==> config.mk <==
export PLATFORM = sky130hd
export DESIGN_NAME = multicycle_control
export DESIGN_NICKNAME = d
export VERILOG_FILES = /design/src/rtl/multicycle_control_pkg.sv /design/src/rtl/multicycle_control_wait_timer.sv /design/src/rtl/multicycle_control.sv
export SDC_FILE = /design/constraint.sdc
export NUM_CORES = 1
export LEC_CHECK = 0
export CAP_MARGIN = 20
export CORE_MARGIN = 4
export CORE_UTILIZATION = 40
export DETAILED_ROUTE_END_ITERATION = 10
export GPL_TIMING_DRIVEN = 1
export PLACE_DENSITY_LB_ADDON = 0.2
export REMOVE_ABC_BUFFERS = 1
export SETUP_SLACK_MARGIN = 0.3
export SLEW_MARGIN = 20
export SYNTH_ARGS = -nofsm -noshare
export SYNTH_HDL_FRONTEND = slang
export SYNTH_SLANG_ARGS = --single-unit
==> constraint.sdc <==
create_clock -name clk -period 2 [get_ports clk]
set_input_delay 0.2 -clock clk [delete_from_list [all_inputs] [get_ports clk]]
set_output_delay 0.2 -clock clk [all_outputs]
set_load 0.03 [all_outputs]
==> src/rtl/multicycle_control_pkg.sv <==
// Shared encodings for the multi-cycle MIPS controller: opcodes, ALU codes,
// state encodings, datapath selector values and the control-word bundle.
package multicycle_control_pkg;

    localparam logic [5:0] OP_RTYPE = 6'b000000;
    localparam logic [5:0] OP_J     = 6'b000010;
    localparam logic [5:0] OP_JAL   = 6'b000011;
    localparam logic [5:0] OP_BEQ   = 6'b000100;
    localparam logic [5:0] OP_BNE   = 6'b000101;
    localparam logic [5:0] OP_ADDI  = 6'b001000;
    localparam logic [5:0] OP_SUBI  = 6'b001001;
    localparam logic [5:0] OP_SLTI  = 6'b001010;
    localparam logic [5:0] OP_ANDI  = 6'b001100;
    localparam logic [5:0] OP_ORI   = 6'b001101;
    localparam logic [5:0] OP_MOVE  = 6'b010100;
    localparam logic [5:0] OP_LB    = 6'b100000;
    localparam logic [5:0] OP_LW    = 6'b100011;
    localparam logic [5:0] OP_SB    = 6'b101000;
    localparam logic [5:0] OP_SW    = 6'b101011;

    localparam logic [2:0] ALUop_AND   = 3'b000;
    localparam logic [2:0] ALUop_OR    = 3'b001;
    localparam logic [2:0] ALUop_ADD   = 3'b010;
    localparam logic [2:0] ALUop_RTYPE = 3'b100;
    localparam logic [2:0] ALUop_SUB   = 3'b110;
    localparam logic [2:0] ALUop_LESS  = 3'b111;

    localparam logic [3:0] S_IDLE     = 4'd0;
    localparam logic [3:0] S_FETCH    = 4'd1;
    localparam logic [3:0] S_DECODE   = 4'd2;
    localparam logic [3:0] S_EXEC_R   = 4'd3;
    localparam logic [3:0] S_EXEC_I   = 4'd4;
    localparam logic [3:0] S_MEM_ADDR = 4'd5;
    localparam logic [3:0] S_MEM_RD   = 4'd6;
    localparam logic [3:0] S_MEM_WB   = 4'd7;
    localparam logic [3:0] S_MEM_WR   = 4'd8;
    localparam logic [3:0] S_WB_R     = 4'd9;
    localparam logic [3:0] S_BRANCH   = 4'd10;
    localparam logic [3:0] S_JUMP     = 4'd11;
    localparam logic [3:0] S_TRAP     = 4'd12;

    localparam logic [1:0] REGDST_RT = 2'd0;
    localparam logic [1:0] REGDST_RD = 2'd1;
    localparam logic [1:0] REGDST_RA = 2'd2;

    localparam logic [1:0] M2R_ALUOUT = 2'd0;
    localparam logic [1:0] M2R_MDR    = 2'd1;
    localparam logic [1:0] M2R_PC     = 2'd2;

    localparam logic       ALUA_PC = 1'b0;
    localparam logic       ALUA_RS = 1'b1;

    localparam logic [1:0] ALUB_RT   = 2'd0;
    localparam logic [1:0] ALUB_FOUR = 2'd1;
    localparam logic [1:0] ALUB_IMM  = 2'd2;
    localparam logic [1:0] ALUB_ZERO = 2'd3;

    localparam logic [1:0] PCSRC_ALU    = 2'd0;
    localparam logic [1:0] PCSRC_ALUOUT = 2'd1;
    localparam logic [1:0] PCSRC_JUMP   = 2'd2;

    typedef struct packed {
        logic       pc_write;
        logic       ir_write;
        logic       i_or_d;
        logic       mem_read;
        logic       mem_write;
        logic       mem_byte;
        logic       reg_write;
        logic [1:0] reg_dst;
        logic [1:0] mem_to_reg;
        logic       alu_src_a;
        logic [1:0] alu_src_b;
        logic [2:0] alu_op;
        logic [1:0] pc_src;
        logic       fault;
    } ctrl_t;

    function automatic logic [3:0] dispatch(input logic [5:0] op);
        case (op)
            OP_RTYPE:                                          return S_EXEC_R;
            OP_ADDI, OP_SUBI, OP_ANDI, OP_ORI, OP_SLTI, OP_MOVE: return S_EXEC_I;
            OP_LW, OP_SW, OP_LB, OP_SB:                        return S_MEM_ADDR;
            OP_BEQ, OP_BNE:                                    return S_BRANCH;
            OP_J, OP_JAL:                                      return S_JUMP;
            default:                                           return S_TRAP;
        endcase
    endfunction

    function automatic logic is_load(input logic [5:0] op);
        return (op == OP_LW) || (op == OP_LB);
    endfunction

    function automatic logic [2:0] itype_aluop(input logic [5:0] op);
        case (op)
            OP_SUBI: return ALUop_SUB;
            OP_ANDI: return ALUop_AND;
            OP_ORI:  return ALUop_OR;
            OP_SLTI: return ALUop_LESS;
            default: return ALUop_ADD;
        endcase
    endfunction

endpackage

==> src/rtl/multicycle_control_wait_timer.sv <==
// Memory-wait watchdog: counts stalled cycles and flags the WAIT_MAX-th one.
module mc_wait_timer #(
    parameter int unsigned WAIT_MAX = 16
) (
    input  logic clk_i,
    input  logic rst_i,
    input  logic clear_i,
    input  logic en_i,
    output logic expired_o
);

    localparam int unsigned CW = (WAIT_MAX > 1) ? $clog2(WAIT_MAX) : 1;
    localparam logic [CW-1:0] LAST = CW'(WAIT_MAX - 1);

    logic [CW-1:0] count_q;
    logic [CW-1:0] count_d;

    // Expiry fires during the WAIT_MAX-th stalled cycle; a ready cycle never counts.
    assign expired_o = (WAIT_MAX != 0) && en_i && (count_q == LAST);

    always_comb begin
        count_d = count_q;
        if (clear_i) begin
            count_d = '0;
        end else if (en_i && !expired_o && (WAIT_MAX != 0)) begin
            count_d = count_q + CW'(1);
        end
    end

    always_ff @(posedge clk_i or posedge rst_i) begin
        if (rst_i) begin
            count_q <= '0;
        end else begin
            count_q <= count_d;
        end
    end

endmodule

==> src/rtl/multicycle_control.sv <==
// Multi-cycle MIPS controller: sequences fetch/decode/execute/memory/write-back
// with a memory-ready handshake, bounded waits and a sticky trap state.
module multicycle_control
    import multicycle_control_pkg::*;
#(
    parameter int unsigned OPCODE_W = 6,
    parameter int unsigned ALUOP_W  = 3,
    parameter int unsigned WAIT_MAX = 16
) (
    input  logic                clk,
    input  logic                reset,
    input  logic [OPCODE_W-1:0] opcode,
    input  logic                zero,
    input  logic                mem_ready,
    output logic                pc_write,
    output logic                ir_write,
    output logic                i_or_d,
    output logic                mem_read,
    output logic                mem_write,
    output logic                mem_byte,
    output logic                reg_write,
    output logic [1:0]          reg_dst,
    output logic [1:0]          mem_to_reg,
    output logic                alu_src_a,
    output logic [1:0]          alu_src_b,
    output logic [ALUOP_W-1:0]  alu_op,
    output logic [1:0]          pc_src,
    output logic                fault,
    output logic [3:0]          state_o
);

    logic [3:0] state_q;
    logic [3:0] state_d;
    logic [5:0] op;
    logic       wait_en;
    logic       wait_expired;
    ctrl_t      ctrl;

    assign op = 6'(opcode);

    assign wait_en = ((state_q == S_FETCH) || (state_q == S_MEM_RD) || (state_q == S_MEM_WR))
                     && !mem_ready;

    mc_wait_timer #(
        .WAIT_MAX(WAIT_MAX)
    ) u_wait_timer (
        .clk_i    (clk),
        .rst_i    (reset),
        .clear_i  (state_d != state_q),
        .en_i     (wait_en),
        .expired_o(wait_expired)
    );

    always_comb begin
        state_d = state_q;
        case (state_q)
            S_IDLE:     state_d = S_FETCH;
            S_FETCH: begin
                if (mem_ready)         state_d = S_DECODE;
                else if (wait_expired) state_d = S_TRAP;
            end
            S_DECODE:   state_d = dispatch(op);
            S_EXEC_R:   state_d = S_WB_R;
            S_WB_R:     state_d = S_FETCH;
            S_EXEC_I:   state_d = S_MEM_WB;
            S_MEM_ADDR: state_d = is_load(op) ? S_MEM_RD : S_MEM_WR;
            S_MEM_RD: begin
                if (mem_ready)         state_d = S_MEM_WB;
                else if (wait_expired) state_d = S_TRAP;
            end
            S_MEM_WR: begin
                if (mem_ready)         state_d = S_FETCH;
                else if (wait_expired) state_d = S_TRAP;
            end
            S_MEM_WB:   state_d = S_FETCH;
            S_BRANCH:   state_d = S_FETCH;
            S_JUMP:     state_d = S_FETCH;
            S_TRAP:     state_d = S_TRAP;
            default:    state_d = S_TRAP;
        endcase
    end

    always_ff @(posedge clk or posedge reset) begin
        if (reset) begin
            state_q <= S_IDLE;
        end else begin
            state_q <= state_d;
        end
    end

    // Moore decode except the FETCH handshake and the BRANCH condition.
    always_comb begin
        ctrl = '0;
        case (state_q)
            S_FETCH: begin
                ctrl.mem_read  = 1'b1;
                ctrl.alu_src_b = ALUB_FOUR;
                ctrl.alu_op    = ALUop_ADD;
                ctrl.ir_write  = mem_ready;
                ctrl.pc_write  = mem_ready;
                ctrl.pc_src    = PCSRC_ALU;
            end
            S_DECODE: begin
                ctrl.alu_src_a = ALUA_PC;
                ctrl.alu_src_b = ALUB_IMM;
                ctrl.alu_op    = ALUop_ADD;
            end
            S_EXEC_R: begin
                ctrl.alu_src_a = ALUA_RS;
                ctrl.alu_src_b = ALUB_RT;
                ctrl.alu_op    = ALUop_RTYPE;
            end
            S_WB_R: begin
                ctrl.reg_write = 1'b1;
                ctrl.reg_dst   = REGDST_RD;
            end
            S_EXEC_I: begin
                ctrl.alu_src_a = ALUA_RS;
                ctrl.alu_src_b = (op == OP_MOVE) ? ALUB_ZERO : ALUB_IMM;
                ctrl.alu_op    = itype_aluop(op);
            end
            S_MEM_ADDR: begin
                ctrl.alu_src_a = ALUA_RS;
                ctrl.alu_src_b = ALUB_IMM;
                ctrl.alu_op    = ALUop_ADD;
            end
            S_MEM_RD: begin
                ctrl.i_or_d   = 1'b1;
                ctrl.mem_read = 1'b1;
                ctrl.mem_byte = (op == OP_LB);
            end
            S_MEM_WR: begin
                ctrl.i_or_d    = 1'b1;
                ctrl.mem_write = 1'b1;
                ctrl.mem_byte  = (op == OP_SB);
            end
            S_MEM_WB: begin
                ctrl.reg_write  = 1'b1;
                ctrl.reg_dst    = REGDST_RT;
                ctrl.mem_to_reg = is_load(op) ? M2R_MDR : M2R_ALUOUT;
            end
            S_BRANCH: begin
                ctrl.alu_src_a = ALUA_RS;
                ctrl.alu_src_b = ALUB_RT;
                ctrl.alu_op    = ALUop_SUB;
                ctrl.pc_src    = PCSRC_ALUOUT;
                ctrl.pc_write  = (op == OP_BNE) ? !zero : zero;
            end
            S_JUMP: begin
                ctrl.pc_src   = PCSRC_JUMP;
                ctrl.pc_write = 1'b1;
                if (op == OP_JAL) begin
                    ctrl.reg_write  = 1'b1;
                    ctrl.reg_dst    = REGDST_RA;
                    ctrl.mem_to_reg = M2R_PC;
                end
            end
            S_TRAP: begin
                ctrl.fault = 1'b1;
            end
            default: begin
                ctrl = '0;
            end
        endcase
    end

    assign pc_write   = ctrl.pc_write;
    assign ir_write   = ctrl.ir_write;
    assign i_or_d     = ctrl.i_or_d;
    assign mem_read   = ctrl.mem_read;
    assign mem_write  = ctrl.mem_write;
    assign mem_byte   = ctrl.mem_byte;
    assign reg_write  = ctrl.reg_write;
    assign reg_dst    = ctrl.reg_dst;
    assign mem_to_reg = ctrl.mem_to_reg;
    assign alu_src_a  = ctrl.alu_src_a;
    assign alu_src_b  = ctrl.alu_src_b;
    assign alu_op     = ALUOP_W'(ctrl.alu_op);
    assign pc_src     = ctrl.pc_src;
    assign fault      = ctrl.fault;
    assign state_o    = state_q;

endmodule
==> results of run 1 <==
-- timing repair --
action | 4_1_cts
endpoints found under the setup margin | 28
pin swaps | 25
gates cloned | 0
gates resized for setup | 121
setup buffers | 26
endpoints found under the hold margin | 0
hold buffers | 0
-- cell families after synthesis --
family                     Yosys count  synth area share (%)
adders and majority gates            5                 5.549
muxes                                5                 4.772
buffers and inverters               19                 9.322
AOI/OAI and AO/OA                   38                 23.75
and+or+nand+nor                     75                 34.96
xor gates and xnor gates             5                 3.885
DFF                                  8                 17.76
-- cells in the mapped netlist, types with 3 or more instances --
master,number
nor2_1,25
nor3_1,13
nand2_1,10
dfrtp_1,8
a21oi_1,6
inv_1,6
ha_1,5
nand2b_1,5
buf_4,4
mux2i_1,4
nand3_1,4
o211ai_1,4
o21ai_0,4
o31ai_1,4
a211o_1,3
a22oi_1,3
buf_2,3
nor2b_1,3
xnor2_1,3
-- through the flow --
step / cells / hold WS, ns / util (%)
CTS: 284 / 0.2218 / 89.86
detailed placement: 255 / 0.4827 / 67.05
global placement: 255 / 0.4597 / 67.05
floorplan: 143 / 0.01566 / -
==> impl_metrics.tcl, run 1 <==
set metrics [dict create \
    gp_congestion 0.9295 \
    firstError "[ERROR DPL-0038] Utilization greater than 100%, impossible to legalize" \
    die_h_um 61.09 \
    num_rows 18 \
    cts_num_sinks 8 \
    synth_seq_cells 8 \
    synth-seq-area-share_pct 17.76 \
    cts_made_buffers 3 \
    htreeDepth 1 \
    async_reset_ff_share_pct 100.0 \
    ios 34 \
    yosysWarningCount 0 \
    pre_cts_slack_ns -0.5051 \
    die_w_um 61.09 \
    synth.distinct_cells 48 \
    synthCells 155 \
    crit_endpoint "fault" \
    yosysTopAreaCell "dfrtp_1" \
    root_buffer "clkbuf_4" \
    portBuffers 33 \
    start_util_pct 43.53 \
    haltStage "global routing" \
    synth_area_mm2 0.001127 \
    grt_max_degree 10 \
    synth_edf_count 0 \
    yosysTopAreaCellShare_pct 17.76 \
    synth-main-ff-cell "dfrtp_1" \
    clock_path_buffers 2 \
    placed_area_mm2 0.001737 \
    status "stopped before the end" \
    syn_avg_cell_area_um2 7.273 \
    dpl.hpwl_um 3143 \
    endpoint_type "primary output" \
    synth.area.top_cells "dfrtp_1 18%, nor2_1 8.3%, nor3_1 5.8%" \
]
==> run 2, diff against run 1 <==
CORE_UTILIZATION = 25   (was 40)
PLACE_DENSITY_LB_ADDON = 0.15   (was 0.2)
SETUP_SLACK_MARGIN = unset   (was 0.3)
==> run 2 against run 1 <==
  * The flow now finishes, with violations (negative setup slack)
  * Synthesized cell count unchanged
  * Area after synthesis unchanged
==> impl_metrics.tcl, run 2 <==
set metrics [dict create \
    drc 0 \
    synth.distinct_cells 48 \
    path_clk_slew_ns 0.04 \
    htreeDepth 1 \
    cts_num_sinks 8 \
    min_period_ns 2.231 \
    yosysTopAreaCellShare_pct 17.76 \
    num_rows 24 \
    grt_pass1_wl_um 7120 \
    design_area_mm2 0.002102 \
    synthToLayoutAreaGrowth_pct 86.46 \
    fillers 432 \
    worstMarginPinSlew_ns 0.3935 \
    synth_seq_cells 8 \
    yosysWarningCount 0 \
    async_reset_ff_share_pct 100.0 \
    ir_drop_v 0.0003361 \
    grt_util_met1_pct 19.78 \
    routedWlPerCell_um 15.36 \
    startpoint "state_o[0]" \
    clock_latency_ns 0.23 \
    synth-main-ff-cell "dfrtp_1" \
    synth.area.top_cells "dfrtp_1 18%, nor2_1 8.3%, nor3_1 5.8%" \
    whs_ns 0.2343 \
    core_area_mm2 0.004354 \
    netlist_top_cells_count "25 x nor2_1, 13 x nor3_1, 10 x nand2_1" \
    cp_slowest_cell "dfrtp_2" \
    r2r_slack_ns 0.12 \
    r2r_start "state_o[0]" \
    setup_slack_ns -0.2309 \
    clock_path_buffers 2 \
    grt_max_degree 13 \
    synth_area_mm2 0.001127 \
    diodes 0 \
    syn_avg_cell_area_um2 7.273 \
    max_freq_ghz 0.4482 \
    instances_no_fill 294 \
    grt_usage_pct 16.22 \
    cp_slowest_stage_delay_ns 0.44 \
    fin_crit_sh_pct 111.5 \
    gp_congestion 0.9330 \
    grt_use_met2_pct 29.98 \
    powerDensity_mw_per_mm2 1387 \
    layout_common_cells "70 x buf_4, 21 x nor2_1, 10 x buf_6" \
    drv_slew 0 \
    antenna_found_initial 0 \
    path_class "register to primary output" \
    die_w_um 75.15 \
    die_h_um 75.15 \
    path_cells "nand2b_1 > nor3_2 > buf_4 > a22oi_2 > a211o_1 > nor3_2 > buf_4" \
    placed_area_mm2 0.001774 \
    maxCapViolations 0 \
    overflow 0 \
    yosys.cell_count.top_type "nor2_1" \
    drive_gt1_share_pct 52.48 \
    drt-total-wl_um 4517 \
    setup.worst_path.end_class "primary output" \
    dpl.hpwl_um 3236 \
    ios 34 \
    hold_class "input port to async pin" \
    power_leakage_uw 0.0009544 \
    synthCells 155 \
    setup.worst_path.end "fault" \
    worst_r2r_endpoint "u_wait_timer.count_q[2]" \
    hold_viol 0 \
    rsz0062_at_grt "true" \
    synth_edf_count 0 \
    finalSetupViolations 3 \
    grt.met3_usage_pct 1.869 \
    reg2regPathDepth 7 \
    portBuffers 33 \
    p_total_uw 2915 \
    cp_max_fo 6 \
    vias_per_cell 5.194 \
    drt_iter0_drc 74 \
    cp.required_ns 1.80 \
    fin_nets 259 \
    root_buffer "clkbuf_8" \
    mostFrequentLayoutCell "buf_4" \
    start_kind "register" \
    vias 1527 \
    drt_first_pass_iters 4 \
    cts_tree "done" \
    start_util_pct 25.89 \
    finClkSkew_ns 0.002313 \
    cts_made_buffers 3 \
    grt_pass1_vias 1521 \
    slew_headroom_pct 73.65 \
    antenna_left 0 \
    grt-busiest-layer "met2" \
    cp.arrival_ns 2.03 \
    synth-seq-area-share_pct 17.76 \
    die_area_mm2 0.005648 \
    status "complete, but fails checks" \
    yosysTopAreaCell "dfrtp_1" \
    placed_cells 278 \
    violations "negative setup slack" \
]
==> run 2: cell counts after synthesis <==
Identical to the previous run, type by type.
==> run 2: how the worst min path moves through the flow <==
stage / startpoint / end / slack, ns / cells after the start
6_report: reset / u_wait_timer.count_q[2] / 0.23 / 2
3_3_place_gp: reset / u_wait_timer.count_q[2] / 0.46 / 2
2_1_floorplan: reset / state_o[0] / 0.02 / 1
4_1_cts: reset / u_wait_timer.count_q[2] / 0.23 / 2
3_5_place_dp: reset / u_wait_timer.count_q[2] / 0.47 / 2
5_1_grt: reset / u_wait_timer.count_q[2] / 0.26 / 2
==> run 2: power by group <==
part           internal (uW)  switching [uW]  total, uW
sequential               212            63.9        276
clock                    130            63.7        194
combinational           1110            1330       2450
total                   1460            1460       2920
==> run 2: final cells by class <==
| class | count | area (um2) | share of cell area [%] |
|---|---|---|---|
| Sequential cell | 8 | 203.9 | 9.702 |
| Tap cell | 52 | 65.06 | 3.095 |
| Clock buffer | 3 | 41.29 | 1.964 |
| Timing Repair Buffer | 96 | 775.7 | 36.90 |
| Inverter | 7 | 26.28 | 1.250 |
| Multi-Input combinational cell | 128 | 989.7 | 47.08 |
==> run 2: routing by layer <==
metal | share of wire [%] | vias up | routed length [um]
met2 | 54 | 43 | 2458
met4 | 1.3 | 0 | 59
met3 | 2.8 | 9 | 127
met1 | 41 | 735 | 1872
met5 | 0 | - | 0
li1 | - | 740 | -
==> run 2: logic make-up (layout without fill, tap and decap cells) <==
logic type	after synthesis	after routing	share of synthesized area [%]
xor+xnor	5	5	3.885
flops	8	8	17.76
compound gates	38	38	23.75
simple gates	75	75	34.96
fa+ha+maj	5	5	5.549
buf+inv	19	106	9.322
mux	5	5	4.772
==> run 2: what timing repair did <==
| item | CTS | global route |
|---|---|---|
| pin swaps | 18 | 2 |
| hold buffers | 0 | 0 |
| resized for setup | 63 | 14 |
| setup buffers | 9 | 4 |
| endpoints found under the setup margin | 15 | 8 |
==> run 2: critical path: cells and delay by family, from the launching register on <==
| family | cells | cell delay, ns |
|---|---|---|
| AO/OA/AOI/OAI | 2 | 0.38 |
| buffers and inverters | 2 | 0.36 |
| flip-flops | 1 | 0.44 |
| AND/OR/NAND/NOR | 3 | 0.61 |
==> run 2: metrics by stage <==
step | setup WS, ns | utilization [%] | setup TNS [ns]
floorplan | -0.9210 | - | -4.229
global placement | -0.5563 | 40.75 | -2.361
detailed placement | -0.5596 | 40.75 | -2.356
CTS | -0.1799 | 46.61 | -0.1942
global route | -0.3345 | 48.28 | -0.7097
finish | -0.2309 | 48.28 | -0.2867
Power figures use the tool's default switching activity.
